$ cat src/rtl/apb_resp_mux.sv
// APB response multiplexer: gates slave selects, muxes the selected slave's response back
// to the master, answers decode errors itself and aborts transfers that wait too long.
module apb_resp_mux #(
    parameter int NSLV    = 2,
    parameter int TIMEOUT = 16
) (
    input  logic                 PCLK,
    input  logic                 PRESETn,
    input  logic                 PSEL,
    input  logic                 PENABLE,
    input  logic [NSLV-1:0]      PSEL_S,
    input  logic [NSLV-1:0]      PREADY_S,
    input  logic [NSLV-1:0]      PSLVERR_S,
    input  logic [32*NSLV-1:0]   PRDATA_S,
    output logic [NSLV-1:0]      PSEL_G,
    output logic                 PREADY,
    output logic                 PSLVERR,
    output logic [31:0]          PRDATA,
    output logic                 TO_PULSE,
    output logic [7:0]           ERR_CNT
);
    localparam int IW = (NSLV > 1) ? $clog2(NSLV) : 1;

    typedef enum logic [1:0] {S_IDLE, S_ACCESS, S_ABORT} state_t;

    state_t                 r_state, w_state_nxt;
    logic [IW-1:0]          r_idx, w_idx_nxt;
    logic                   r_decerr, w_decerr_nxt;
    logic [7:0]             r_wcnt, w_wcnt_nxt;
    logic [7:0]             r_err_cnt;
    logic                   w_err_inc;
    logic [IW-1:0]          w_setup_idx;
    logic                   w_setup_decerr;
    logic                   w_setup;
    logic                   w_active;
    logic                   w_sel_rdy;
    logic                   w_sel_err;
    logic [NSLV-1:0][31:0]  w_rdata;
    logic [31:0]            w_sel_data;

    assign w_rdata    = PRDATA_S;
    assign w_setup    = PSEL && !PENABLE;
    assign w_active   = PSEL && PENABLE;
    assign w_sel_rdy  = PREADY_S[r_idx];
    assign w_sel_err  = PREADY_S[r_idx] & PSLVERR_S[r_idx];
    assign w_sel_data = w_rdata[r_idx];

    // Anything other than exactly one select bit is a decode error.
    assign w_setup_decerr = (PSEL_S == '0) || ((PSEL_S & (PSEL_S - NSLV'(1))) != '0);

    always_comb begin
        w_setup_idx = '0;
        for (int i = 0; i < NSLV; i++) begin
            if (PSEL_S[i]) w_setup_idx = IW'(i);
        end
    end

    always_ff @(posedge PCLK or negedge PRESETn) begin
        if (!PRESETn) begin
            r_state   <= S_IDLE;
            r_idx     <= '0;
            r_decerr  <= 1'b0;
            r_wcnt    <= '0;
            r_err_cnt <= '0;
        end else begin
            r_state  <= w_state_nxt;
            r_idx    <= w_idx_nxt;
            r_decerr <= w_decerr_nxt;
            r_wcnt   <= w_wcnt_nxt;
            if (w_err_inc && (r_err_cnt != 8'hFF)) r_err_cnt <= r_err_cnt + 8'd1;
        end
    end

    always_comb begin
        w_state_nxt  = r_state;
        w_idx_nxt    = r_idx;
        w_decerr_nxt = r_decerr;
        w_wcnt_nxt   = r_wcnt;
        w_err_inc    = 1'b0;
        PREADY       = 1'b0;
        PSLVERR      = 1'b0;
        PRDATA       = '0;
        TO_PULSE     = 1'b0;
        case (r_state)
            S_IDLE: begin
                if (w_setup) begin
                    w_idx_nxt    = w_setup_idx;
                    w_decerr_nxt = w_setup_decerr;
                    w_wcnt_nxt   = '0;
                    w_state_nxt  = S_ACCESS;
                end
            end
            S_ACCESS: begin
                if (!w_active) begin
                    // Master abandoned the transfer; drop it without counting an error.
                    w_wcnt_nxt   = '0;
                    w_decerr_nxt = 1'b0;
                    w_state_nxt  = S_IDLE;
                end else if (r_decerr) begin
                    PREADY       = 1'b1;
                    PSLVERR      = 1'b1;
                    w_err_inc    = 1'b1;
                    w_decerr_nxt = 1'b0;
                    w_state_nxt  = S_IDLE;
                end else if (w_sel_rdy) begin
                    // Slave readiness beats a timeout landing in the same cycle.
                    PREADY      = 1'b1;
                    PSLVERR     = w_sel_err;
                    PRDATA      = w_sel_data;
                    w_state_nxt = S_IDLE;
                end else if (r_wcnt == 8'(TIMEOUT)) begin
                    PREADY      = 1'b1;
                    PSLVERR     = 1'b1;
                    TO_PULSE    = 1'b1;
                    w_err_inc   = 1'b1;
                    w_state_nxt = S_ABORT;
                end else begin
                    w_wcnt_nxt = r_wcnt + 8'd1;
                end
            end
            S_ABORT: begin
                if (w_setup) begin
                    w_idx_nxt    = w_setup_idx;
                    w_decerr_nxt = w_setup_decerr;
                    w_wcnt_nxt   = '0;
                    w_state_nxt  = S_ACCESS;
                end else if (!PSEL) begin
                    w_state_nxt = S_IDLE;
                end
            end
            default: w_state_nxt = S_IDLE;
        endcase
    end

    // The timed-out slave is still mid-transfer, so it is kept deselected until the master moves on.
    assign PSEL_G  = (PRESETn && (r_state != S_ABORT) && !r_decerr) ? (PSEL_S & {NSLV{PSEL}}) : '0;
    assign ERR_CNT = r_err_cnt;

endmodule

$ cat config.mk
export PLATFORM = sky130hd
export DESIGN_NAME = apb_resp_mux
export DESIGN_NICKNAME = d
export VERILOG_FILES = /design/src/rtl/apb_resp_mux.sv
export SDC_FILE = /design/constraint.sdc
export NUM_CORES = 1
export LEC_CHECK = 0
export BUFFER_PORTS_ARGS = -buffer_cell sky130_fd_sc_hd__buf_2
export CAP_MARGIN = 30
export CELL_PAD_IN_SITES_DETAIL_PLACEMENT = 0
export CELL_PAD_IN_SITES_GLOBAL_PLACEMENT = 1
export CORE_MARGIN = 4
export CORE_UTILIZATION = 30
export CTS_CLUSTER_DIAMETER = 40
export DETAILED_ROUTE_END_ITERATION = 8
export PLACE_DENSITY = 0.81
export SLEW_MARGIN = 5
export SYNTH_ARGS = -nofsm -noshare
export SYNTH_HDL_FRONTEND = slang
export SYNTH_SLANG_ARGS = --single-unit
$ cat constraint.sdc
create_clock -name PCLK -period 2.7 [get_ports PCLK]
set_clock_uncertainty 0.1 [all_clocks]
set_input_delay 0 -clock PCLK [delete_from_list [all_inputs] [get_ports PCLK]]
set_output_delay 0 -clock PCLK [all_outputs]
set_load 0.05 [all_outputs]
# After elaboration in Yosys (flattened, before gate mapping)
# Cells that the tools add are included.
# word_totals
elab_cells,85
output_inout_bits,45
in_bits,74
reg_bits,20
# op_classes
n_addsub,3
reduce_logical,17
n_eq_ne,12
bitwise,3
mux,44
magnitude_cmp,1
# op_table
operator,n
2-to-1 mux 32 bit,6
2-to-1 mux 8 bit,5
2-to-1 mux 1 bit,22
adder 8 x 1 -> 8 bit (second input constant),2
2-to-1 mux 2 bit,8
case mux 8 bit (2 select lines),1
!= test 3 bit (second input constant),4
equality test 8 x 5 -> 1 bit (second input constant),1
!= test 8 bit (second input constant),1
case mux 2 bit (3 select lines),1
logical AND 1 bit,5
!= test 5 bit (second input constant),1
AND reduction 5 bit,1
AND 2 bit,2
zero test 2 bit,2
!= test 2 bit (second input constant),2
AND reduction 2 bit,2
nonzero test 2 bit,2
AND reduction 3 bit,1
equality test 2 x 1 -> 1 bit (second input constant),1
equality test 2 bit (second input constant),1
zero test 1 bit,2
less-than comparator 1 x 2 -> 1 bit (second input constant),1
!= test 2 x 1 -> 1 bit (second input constant),1
5 further kinds,5

# Depth between registers and ports, before layout
# logic_depth
depth_word,7
ltp_mapped,7
depth_no_buf,6

# Worst setup path after synthesis
# No wires, ideal clock.
# synth_timing
kind,reg2out
start,register r_wcnt[0]
end,output port PSLVERR
required_ps,2600
setup_slack_ps,600
stages_incl_launch_ff,7
t_arrival_ps,2000
path_buffers,0
path_cell_list,dfrtp_1 > inv_1 > ha_1 > nor3b_2 > and2_1 > o21ai_1 > a21oi_1
# synth_via
elab_chain_cells,6
# synth_lines
item,line,text
start: declaration,29,"logic [7:0] r_wcnt, w_wcnt_nxt;"
start signal: assignment,69,r_wcnt <= w_wcnt_nxt;
equality test 8 x 5 -> 1 bit,111,end else if (r_wcnt == 8'(TIMEOUT)) begin
2-to-1 mux 1 bit,111,
2-to-1 mux 1 bit,105,end else if (w_sel_rdy) begin
2-to-1 mux 1 bit,99,end else if (r_decerr) begin
2-to-1 mux 1 bit,94,if (!w_active) begin
2-to-1 mux 1 bit,84,case (r_state)
end: declaration,17,"output logic PSLVERR,"
# Every way passes these cells.

# Final worst setup path
# layout_timing
start,register r_state[0]
end,output port PRDATA[11]
# layout_via
elab_chain_cells,2
# layout_lines
item,line,text
start: declaration,26,"state_t r_state, w_state_nxt;"
start signal: assignment,66,r_state <= w_state_nxt;
equality test 2 x 1 -> 1 bit,84,
2-to-1 mux 32 bit,84,
end: declaration,18,"output logic [31:0] PRDATA,"
# Every way passes these cells.

==> summary.txt <==
Global routing
  • GR Util All Layers: about 14%
  • GRT met3 Usage: 3.42%
  • Largest net degree at the start of global routing: 33
  • Most used routing layer: met2
  • Global-route wire length before repair: around 8400 um
  • Grt met2 use: a little over a quarter
  • Number of global-route vias before repair: 1820
  • Gr ovfl total: 0
  • Antenna violations before repair: 0
  • Grt met1 use: approximately 15%

Clock tree
  • Clock latency on the worst-skew pair: about 260 ps
  • Root Buffer: clkbuf_8
  • Sink Count: 20
  • Setup Buffers After CTS: 0
  • Clock-pin slew on the worst setup and hold paths: ~70 ps
  • Clock buffer depth: 2
  • CTS buffer count: 3
  • CTS tree: done
  • Resized Gates After CTS: 0
  • Cts hold-fix bufs: 5
  • Htree depth: 1

Critical path
  • CP Capture Type: output port
  • Stages on worst setup path: 7
  • Most frequent CP cell: buf_4
  • CP max stage delay: between 400 and 500 ps
  • Worst r2r path cells: 6
  • Worst Path Max Fanout: 32
  • CP Launch Type: flip-flop
  • CP Class: flip-flop to output port
  • Slowest CP cell: dfrtp_1
  • CP arrival: roughly 2300 ps
  • Worst-path cell chain: and2b_1 -> buf_4 -> nand3_2 -> or3_2 -> buf_4 -> nor2_1 -> buf_2
  • Required time of the worst setup path: 2600 ps
  • Crit path buf inv count: 3
  • FF-to-FF setup slack: a little under 700 ps
  • CP top delay family: simple AND/OR/NAND/NOR gates

Drt
  • # DRC: 0
  • Drt first pass iters: 4
  • ANT nets after route: 0
  • Vias: ~1.9k
  • Vias per cell: 4.74
  • Routed wire length: about 5400 um
  • Routed length per instance: 13.7 um
  • DRT iter0 DRCs: 65

Finish
  • Fin util: 43.4%
  • Layout Nets: just under 400
  • Inserted Diodes: 0
  • Share of cells above drive strength 1: a little under half
  • Layout area overhead: 39.8%
  • Post-route design area: 2590 um^2

Logic synthesis
  • Yosys reg bits: 20
  • Synth area leaders: dfrtp_1, mux2i_1, nor2_1
  • Synthesized area per cell: 9.30 um^2
  • Post-synth top flop: dfrtp_1
  • Synth area leader: dfrtp_1
  • EDFF count, synth: 0
  • Mapped Nets: roughly 280
  • Post-synth top area share: 27.0%
  • Synth cell types: 43
  • Cells after Synth: approximately 200
  • Synth Cell Area: between 1500 and 2000 um^2
  • Ys async rst share: 100%
  • Synth warn: 0
  • Seq/Total Area, Yosys: a little over a quarter

Power and ir drop
  • Sequential power share: 37.0%
  • Sw frac: 37.8%
  • P_int: 0.577 mW
  • Final Power: roughly 0.93 mW
  • Logic gate share of total power: approximately two fifths
  • Max rail drop VDD: around 0.00024 V
  • Power Dens Cells: 359 nW/um^2
  • Lkg Pwr: roughly 1.4 nW
  • Psw: between 0.3 and 0.4 mW
  • Clk pwr share: around 22%

STA
  • Slew HR: a little over three fifths
  • Final worst slack: approximately 330 ps
  • Final Cycle Share: between 80% and 90%
  • Final Hold Viols: 0
  • Tmin final: between 2000 and 2500 ps
  • Slew @ Worst Pin: about 550 ps
  • Final Max Tran Viols: 0
  • Fmax: between 400 and 500 MHz
  • Setup-failing EPs final: 0
  • RSZ-0062 raised after global routing: false
  • Setup TNS: 0 ps

Floorplanning
  • Die area: between 7000 and 8000 um^2
  • Initial core utilization: 31.1%
  • Die H: 86.5 um
  • Die outline width: 86.5 um
  • Row count: 28
  • I/O pin cnt: about 120
  • Core Footprint: ~6000 um^2

Placed design
  • Post-DP Area: about 2500 um^2
  • Final HPWL DP: roughly 4400 um
  • Placer Congestion: just under 0.8
  • Port Buffer Count: 118
  • Place WS: around 600 ps

Flow run
  • Max_cap viols: 0

Min path
  • Hold WC Path Type: primary input to async pin

Run status
  • Outcome: finished, final reports clean
==> synth_stat cells (3+ instances only) <==
library cell / count
mux2i_1: 36
nor2_1: 30
dfrtp_1: 20
nand2_1: 12
nor2_4: 10
a31oi_1: 8
nand3_1: 8
xor2_1: 7
inv_1: 5
a21oi_1: 4
and2_1: 4
buf_6: 4
nor3_1: 4
buf_2: 3
clkbuf_1: 3
ha_1: 3
nand4_1: 3
nor4_2: 3
o21ai_0: 3
==> cells by family after synthesis <==
kind of cell    after synthesis  synth area share [%]
simple gates                 89                  30.0
mux                          39                  21.5
compound gates               25                  11.0
flops                        20                  27.0
buf+inv                      16                  5.07
xor+xnor                      7                  3.31
fa+ha+maj                     3                  2.03
==> per-stage QoR <==
step / instances / hold WS (ps)
floorplan: 199 / -396
global placement: 385 / -109
detailed placement: 385 / -107
CTS: 394 / 143
global route: 394 / 180
finish: 394 / 134
==> state kept, by name, summed over array words and instances, names as in the netlist <==
name	count
ERR_CNT	8
r_decerr	1
r_idx	1
r_state	2
r_wcnt	8
==> area by class of cell <==
class / count / area [um^2]
timing repair buffer: 127 / 671
sequential: 20 / 502
clock buffer: 4 / 45.0
fill: 604 / 3370
multi-input combinational: 163 / 1260
inverter: 5 / 18.8
tap: 75 / 93.8
==> worst paths after layout <==
kind | from | end
worst max-delay path | r_state[0] | PRDATA[11]
max in group asynchronous | PRESETn | r_idx
worst max register to register | r_wcnt[0] | ERR_CNT[1]
worst min register to register | ERR_CNT[6] | ERR_CNT[6]
worst min-delay path | PRESETn | r_wcnt[6]
min in group PCLK | PSEL | r_state[0]
==> metal layers <==
metal	vias to the layer above	share of wire (%)
li1	947	-
met1	844	37
met2	76	51
met3	2	11
met4	0	0.43
met5	-	0
==> power groups by stage <==
stage               logic [mW]  clock network (mW)  registers, mW
floorplan                0.235                   0          0.380
global placement         0.374                   0          0.350
detailed placement       0.379                   0          0.350
CTS                      0.386               0.212          0.344
global route             0.411               0.227          0.347
finish                   0.379               0.206          0.343
==> cells in the final DEF, fill, tap and decap left out, drive strengths merged, types with 2 or more instances in the layout <==
cell type    netlist  final
nand4              3      3
nand2             12     12
ha                 3      3
nor2              40     40
nor4b              2      2
nor3               5      5
dlygate4sd3        0      5
nor2b              2      2
o211ai             2      2
clkbuf             3      4
inv                5      5
a21oi              4      4
and2               4      4
buf                8    122
a31oi              9      9
nor4               4      4
nand3              9      9
xor2               7      7
dfrtp             20     20
o21ai              5      5
and3               2      2
nor3b              2      2
mux2i             36     36
mux2               3      3
(Power assumes the default switching activity.)
